## config.mk

```make
export PLATFORM = sky130hd
export DESIGN_NAME = pulse_out_buf
export DESIGN_NICKNAME = d
export VERILOG_FILES = /design/src/rtl/pulse_pkg.sv /design/src/rtl/pulse_fifo_mem.sv /design/src/rtl/pulse_out_buf.sv
export SDC_FILE = /design/constraint.sdc
export NUM_CORES = 1
export LEC_CHECK = 0
export ABC_AREA = 0
export ABC_CLOCK_PERIOD_IN_PS = 9100
export BUFFER_PORTS_ARGS = -buffer_cell sky130_fd_sc_hd__buf_2
export CAP_MARGIN = 0
export CELL_PAD_IN_SITES_DETAIL_PLACEMENT = 0
export CELL_PAD_IN_SITES_GLOBAL_PLACEMENT = 2
export CORE_MARGIN = 3
export CORE_UTILIZATION = 41
export DETAILED_ROUTE_END_ITERATION = 16
export PLACE_DENSITY = 0.78
export SYNTH_ARGS = -nofsm -noshare
export SYNTH_HDL_FRONTEND = slang
export SYNTH_SLANG_ARGS = --single-unit
export TNS_END_PERCENT = 30
```

## constraint.sdc

```tcl
create_clock -name clk -period 9.1 [get_ports clk]
set_input_delay 1.365 -clock clk [delete_from_list [all_inputs] [get_ports clk]]
set_output_delay 1.365 -clock clk [all_outputs]
set_load 0.01 [all_outputs]
```

## src/rtl/pulse_pkg.sv

```systemverilog
// ============================================================================
// Module  : pulse_pkg
// Brief   : Shared widths and packed pulse-word layout for the pulse output path.
// Revision: 1.0 - initial release
// ============================================================================
`default_nettype none

package pulse_pkg;

    localparam int DEF_ENV_WORD_WIDTH = 24;
    localparam int DEF_PHASE_WIDTH    = 17;
    localparam int DEF_FREQ_WIDTH     = 9;
    localparam int DEF_AMP_WIDTH      = 16;
    localparam int DEF_CFG_WIDTH      = 4;

    localparam int PULSE_WORD_WIDTH = DEF_ENV_WORD_WIDTH + DEF_PHASE_WIDTH +
                                      DEF_FREQ_WIDTH + DEF_AMP_WIDTH + DEF_CFG_WIDTH;

    // Field order fixes the packing: env is the most significant field.
    typedef struct packed {
        logic [DEF_ENV_WORD_WIDTH-1:0] env;
        logic [DEF_PHASE_WIDTH-1:0]    phase;
        logic [DEF_FREQ_WIDTH-1:0]     freq;
        logic [DEF_AMP_WIDTH-1:0]      amp;
        logic [DEF_CFG_WIDTH-1:0]      cfg;
    } pulse_word_t;

endpackage

`default_nettype wire

```

## src/rtl/pulse_fifo_mem.sv

```systemverilog
// ============================================================================
// Module  : pulse_fifo_mem
// Brief   : ENTRIES x WIDTH simple dual-port storage with wrapping pointers.
// Revision: 1.0 - initial release
// ============================================================================
`default_nettype none

module pulse_fifo_mem
    import pulse_pkg::*;
#(
    parameter int ENTRIES = 7,
    parameter int WIDTH   = PULSE_WORD_WIDTH
) (
    input  logic             clk,
    input  logic             reset,
    input  logic             wr_en_i,
    input  logic [WIDTH-1:0] wr_data_i,
    input  logic             rd_en_i,
    output logic [WIDTH-1:0] rd_data_o
);

    localparam int PTR_W = (ENTRIES > 1) ? $clog2(ENTRIES) : 1;
    localparam logic [PTR_W-1:0] LAST_PTR = PTR_W'(ENTRIES - 1);

    logic [WIDTH-1:0] mem_q [ENTRIES];
    logic [PTR_W-1:0] wr_ptr_q, wr_ptr_d;
    logic [PTR_W-1:0] rd_ptr_q, rd_ptr_d;

    // Entry count need not be a power of two, so wrap explicitly.
    always_comb begin
        wr_ptr_d = wr_ptr_q;
        rd_ptr_d = rd_ptr_q;
        if (wr_en_i) begin
            wr_ptr_d = (wr_ptr_q == LAST_PTR) ? '0 : wr_ptr_q + 1'b1;
        end
        if (rd_en_i) begin
            rd_ptr_d = (rd_ptr_q == LAST_PTR) ? '0 : rd_ptr_q + 1'b1;
        end
    end

    always_ff @(posedge clk or posedge reset) begin
        if (reset) begin
            wr_ptr_q <= '0;
            rd_ptr_q <= '0;
        end else begin
            wr_ptr_q <= wr_ptr_d;
            rd_ptr_q <= rd_ptr_d;
        end
    end

    always_ff @(posedge clk) begin
        if (wr_en_i) begin
            mem_q[wr_ptr_q] <= wr_data_i;
        end
    end

    assign rd_data_o = mem_q[rd_ptr_q];

endmodule

`default_nettype wire

```

## src/rtl/pulse_out_buf.sv

```systemverilog
// ============================================================================
// Module  : pulse_out_buf
// Brief   : Pulse command FIFO with registered head and valid/ready output.
//           Optional drop counter enabled by PULSE_OUT_BUF_DROP_CNT_EN.
// Revision: 1.0 - initial release
// ============================================================================
`default_nettype none

module pulse_out_buf
    import pulse_pkg::*;
#(
    parameter int DEPTH          = 8,
    parameter int ENV_WORD_WIDTH = DEF_ENV_WORD_WIDTH,
    parameter int PHASE_WIDTH    = DEF_PHASE_WIDTH,
    parameter int FREQ_WIDTH     = DEF_FREQ_WIDTH,
    parameter int AMP_WIDTH      = DEF_AMP_WIDTH,
    parameter int CFG_WIDTH      = DEF_CFG_WIDTH
) (
    input  logic                       clk,
    input  logic                       reset,
    input  logic                       cstrobe_in,
    input  logic [ENV_WORD_WIDTH-1:0]  env_word_in,
    input  logic [PHASE_WIDTH-1:0]     phase_in,
    input  logic [FREQ_WIDTH-1:0]      freq_in,
    input  logic [AMP_WIDTH-1:0]       amp_in,
    input  logic [CFG_WIDTH-1:0]       cfg_in,
    output logic                       out_valid,
    input  logic                       out_ready,
    output logic [ENV_WORD_WIDTH-1:0]  env_word_out,
    output logic [PHASE_WIDTH-1:0]     phase_out,
    output logic [FREQ_WIDTH-1:0]      freq_out,
    output logic [AMP_WIDTH-1:0]       amp_out,
    output logic [CFG_WIDTH-1:0]       cfg_out,
    output logic [$clog2(DEPTH):0]     level,
    output logic                       overflow,
    input  logic                       overflow_clr
`ifdef PULSE_OUT_BUF_DROP_CNT_EN
    ,
    output logic [15:0]                drop_count
`endif
);

    localparam int WORD_W  = ENV_WORD_WIDTH + PHASE_WIDTH + FREQ_WIDTH + AMP_WIDTH + CFG_WIDTH;
    localparam int ENTRIES = DEPTH - 1;
    localparam int LVL_W   = $clog2(DEPTH) + 1;
    localparam logic [LVL_W-1:0] FULL_LVL = LVL_W'(DEPTH);

    logic [WORD_W-1:0] in_word;
    logic [WORD_W-1:0] mem_rd_data;
    logic [WORD_W-1:0] head_q, head_d;
    logic              valid_q, valid_d;
    logic [LVL_W-1:0]  level_q, level_d;
    logic              ovf_q, ovf_d;

    logic full, mem_empty, pop, drop, accept, load, bypass, mem_wr, mem_rd;

    assign in_word = {env_word_in, phase_in, freq_in, amp_in, cfg_in};

    always_comb begin
        full      = (level_q == FULL_LVL);
        // Memory is empty when the whole occupancy sits in the output register.
        mem_empty = (level_q == {{(LVL_W-1){1'b0}}, valid_q});
        pop       = valid_q & out_ready;
        drop      = cstrobe_in & full & ~pop;
        accept    = cstrobe_in & ~drop;
        load      = ~valid_q | pop;
        bypass    = accept & load & mem_empty;
        mem_wr    = accept & ~bypass;
        mem_rd    = load & ~mem_empty;

        head_d  = head_q;
        valid_d = valid_q;
        if (load) begin
            if (!mem_empty) begin
                head_d  = mem_rd_data;
                valid_d = 1'b1;
            end else if (bypass) begin
                head_d  = in_word;
                valid_d = 1'b1;
            end else begin
                valid_d = 1'b0;
            end
        end

        level_d = level_q + LVL_W'(accept) - LVL_W'(pop);

        ovf_d = ovf_q;
        if (drop) begin
            ovf_d = 1'b1;
        end else if (overflow_clr) begin
            ovf_d = 1'b0;
        end
    end

    pulse_fifo_mem #(
        .ENTRIES (ENTRIES),
        .WIDTH   (WORD_W)
    ) u_mem (
        .clk       (clk),
        .reset     (reset),
        .wr_en_i   (mem_wr),
        .wr_data_i (in_word),
        .rd_en_i   (mem_rd),
        .rd_data_o (mem_rd_data)
    );

    always_ff @(posedge clk or posedge reset) begin
        if (reset) begin
            head_q  <= '0;
            valid_q <= 1'b0;
            level_q <= '0;
            ovf_q   <= 1'b0;
        end else begin
            head_q  <= head_d;
            valid_q <= valid_d;
            level_q <= level_d;
            ovf_q   <= ovf_d;
        end
    end

`ifdef PULSE_OUT_BUF_DROP_CNT_EN
    logic [15:0] drop_cnt_q, drop_cnt_d;

    always_comb begin
        drop_cnt_d = drop_cnt_q;
        if (overflow_clr) begin
            drop_cnt_d = drop ? 16'd1 : 16'd0;
        end else if (drop && (drop_cnt_q != 16'hFFFF)) begin
            drop_cnt_d = drop_cnt_q + 16'd1;
        end
    end

    always_ff @(posedge clk or posedge reset) begin
        if (reset) begin
            drop_cnt_q <= '0;
        end else begin
            drop_cnt_q <= drop_cnt_d;
        end
    end

    assign drop_count = drop_cnt_q;
`endif

    assign out_valid = valid_q;
    assign {env_word_out, phase_out, freq_out, amp_out, cfg_out} = head_q;
    assign level     = level_q;
    assign overflow  = ovf_q;

endmodule

`default_nettype wire

```

==> metrics.cfg <==
[floorplan]
x_dimension_of_the_die_um = 241
die_area_sq_um = 58100
ioPinCount = 151
die_height_um = 241
core_sq_um = 54200
initial_utilization_pct = 41.7
rows = 85

[synthesis]
synth_top_cells_by_count = edfxtp_1 (490), mux2i_1 (141), dfrtp_1 (82)
postSynthCellCount = 1289
netlist_area_sq_um = 22600
yosysWarningCount = 0
synthMuxAreaShare_pct = 9.82
yosys.area_share.xor_xnor_pct = 0.116
compound_cell_area_share_of_the_yosys_netlist_pct = 10.3
yosys.cell_types.count = 44
yosys_register_bits = 572
synthMostInstantiatedCell = edfxtp_1
synthesized_area_fraction_occupied_by_and_or_nand_nor_cells_pct = 2.64
post-synth-top-area-fraction_pct = 65.0
syn-mean-instance-area_sq_um = 17.6
main_combinational_cell_family_by_area_after_synthesis = compound AO/OA/AOI/OAI gates
yosysTopAreaCell = edfxtp_1
synth_ff_type = edfxtp_1
fraction_of_the_mapped_netlist_area_in_adder_cells_pct = 0.365
yosys-top-cells-area = edfxtp_1 (65%), dfrtp_1 (9.1%), mux2i_1 (6.2%)
synth-edff-count = 490
fraction_of_registers_with_async_set_or_reset_after_synthesis_pct = 14.3
synth-seq-area-share_pct = 74.1
synth.net_count = 1370

[global_route]
antenna_found_initial = 2
gr-total-overflow = 0
grt_pass1_wl_mm = 75.7
maximum_number_of_pins_on_one_net_before_global_route_repair = 179
grt_pass1_vias = 12528
grtUsageTotal_pct = 17.1

[cts]
cts-root-buf = clkbuf_16
clock_sink_count = 572
postCtsSetupBuffers = 0
num_cts_buffers = 59
holdBufCountCts = 0
path_clk_slew_ps = 60
cts_resized = 0
tritoncts = done
clk-insertion-delay-late_ps = 600
number_of_h_tree_levels = 2
clock_tree.buffer_depth = 3

[timing]
hold_violations = 0
timing.final.crit_period_ps = 3710
post-route-period-util_pct = 40.7
worst-slew-pin-transition_ps = 1090
fmax_mhz = 270
setup_violations = 0
hold-worst-slack_ps = 506
final_critical_path_setup_slack_ps = 5390
maxSlewViolCount = 0
timing.max_slew.rel_slack_pct = 27.5
fin_worst_skew_ps = 16.2
rsz0062_at_grt = false

[setup_path]
r2r_start = u_mem.rd_ptr_q[0]$_DFFE_PP0P_
r2r_end = head_q[28]$_DFFE_PP0P_
reg2reg_slack_ps = 5390
crit_path_max_fanout = 60
reg2reg_depth = 6
timing.critical_path.arrival_ps = 4180
required_time_at_the_worst_slack_endpoint_ps = 9570
cp-startpoint = u_mem.rd_ptr_q[0]$_DFFE_PP0P_
setup.worst_path.start_class = register
cp-end-kind = register
setup.worst_path.class = register to register
worst_setup_path_endpoint = head_q[28]$_DFFE_PP0P_

[final_layout]
synthToLayoutAreaGrowth_pct = 14.5
layout.nets = 1512
area_taken_by_flip_flops_and_latches_sq_um = 16800
multi_input_logic_area_sq_um = 5310
antenna_cells_inserted = 0
fill_cells = 4552
final_layout_size_suffix_gt1_share_pct = 23.8

[route]
drt_wl_total_mm = 49.2
vias_per_cell = 5.52
antenna_violating_nets_post_route = 0
drc = 0
route.vias.total = 12009
route.detailed.wl_per_inst_um = 22.6
drt_pass1_iterations = 6
dr.first_iter.drc_count = 807

[worst_hold_path]
worst_hold_path.num_cells = 1
hold_class = register to register

[placed_design]
preCtsSetupSlack_ps = 4990
portBuffers = 150
hpwl_mm = 26.4
gpl.final_weighted_congestion = 0.710

[outcome]
status = finished, final reports clean

[flow_run]
number_of_violations_of_the_max_capacitance_limit = 0

[pwr]
irDropWorstVdd_mv = 0.258
p_leak_uw = 0.00903
power_density_nw_per_um2 = 323

==> power breakdown <==
part / switching (uW) / internal [uW] / total (uW) / leakage (uW)
logic: 1330 / 969 / 2300 / 0.00260
clock network: 969 / 1460 / 2430 / 0.000974
registers: 260 / 3370 / 3630 / 0.00546
==> per-stage QoR <==
stage | instance area [sq um] | power, uW | utilization (%) | TNS (ps) | instances
2_1_floorplan | 22600 | 5330 | - | -16810 | 1289
3_3_place_gp | 23900 | 5980 | 44.1 | 0 | 2066
3_5_place_dp | 23900 | 6030 | 44.1 | 0 | 2066
4_1_cts | 25900 | 8470 | 47.8 | 0 | 2177
5_1_grt | 25900 | 8800 | 47.8 | 0 | 2177
6_report | 25900 | 8360 | 47.8 | 0 | 2177
==> worst min-delay path by stage <==
stage | slack [ps] | end | startpoint
after global routing | 520 | head_q[18]$_DFFE_PP0P_ | head_q[18]$_DFFE_PP0P_
final | 510 | head_q[10]$_DFFE_PP0P_ | head_q[10]$_DFFE_PP0P_
after detailed placement | 500 | head_q[43]$_DFFE_PP0P_ | head_q[43]$_DFFE_PP0P_
after floorplan | 550 | head_q[0]$_DFFE_PP0P_ | head_q[0]$_DFFE_PP0P_
after CTS | 510 | head_q[14]$_DFFE_PP0P_ | head_q[14]$_DFFE_PP0P_
after global placement | 490 | head_q[39]$_DFFE_PP0P_ | head_q[39]$_DFFE_PP0P_
==> flip-flops by register name, summed over array words and instances (netlist names) <==
name	cells
out_valid	1
u_mem.mem_q	490
level	4
u_mem.rd_ptr_q	3
overflow	1
head_q	70
u_mem.wr_ptr_q	3
==> per-layer routing <==
metal | track usage [%] | up-vias | part of all wire, %
li1 | - | 5463 | -
met1 | 23.0 | 6203 | 44
met2 | 29.1 | 272 | 50
met3 | 2.74 | 67 | 4.3
met4 | 4.62 | 4 | 1.8
met5 | 0 | - | 0.043
==> final cells by class <==
class	count	area share (%)
tap	696	3.36
clock buffer	91	6.75
multi-input combinational	617	20.5
sequential	572	64.7
timing repair buffer	171	3.55
inverter	10	0.155
clock inverter	20	0.927
==> cell usage in the layout (no fill, tap or decap), drive strengths merged, types with 5 or more instances in the layout <==
cell	Yosys	final
dfrtp	82	82
buf	55	171
a221o	70	70
mux2	72	72
a21oi	73	73
o21ai	5	5
o211ai	70	70
bufinv	0	5
clkbuf	34	91
ha	5	5
mux2i	141	141
o22a	70	70
edfxtp	490	490
nand2b	72	72
clkinv	0	12
nand2	5	5
inv	10	11
==> kinds of logic (layout without fill, tap and decap cells) <==
kind of cell / Yosys count / after routing
flip-flops: 572 / 572
buffers and inverters: 100 / 292
XOR/XNOR: 3 / 3
adder cells (fa/ha/maj): 6 / 6
multiplexers: 213 / 213
AND/OR/NAND/NOR: 97 / 97
AO/OA/AOI/OAI: 298 / 298
==> critical path: stages, from the launching register on <==
cell	delay [ps]
dfrtp_4	600
buf_4	850
or2_2	860
buf_4	580
o22a_1	200
a21oi_1	100
a221o_1	330
Note: power is estimated with default switching activity, not from simulation.
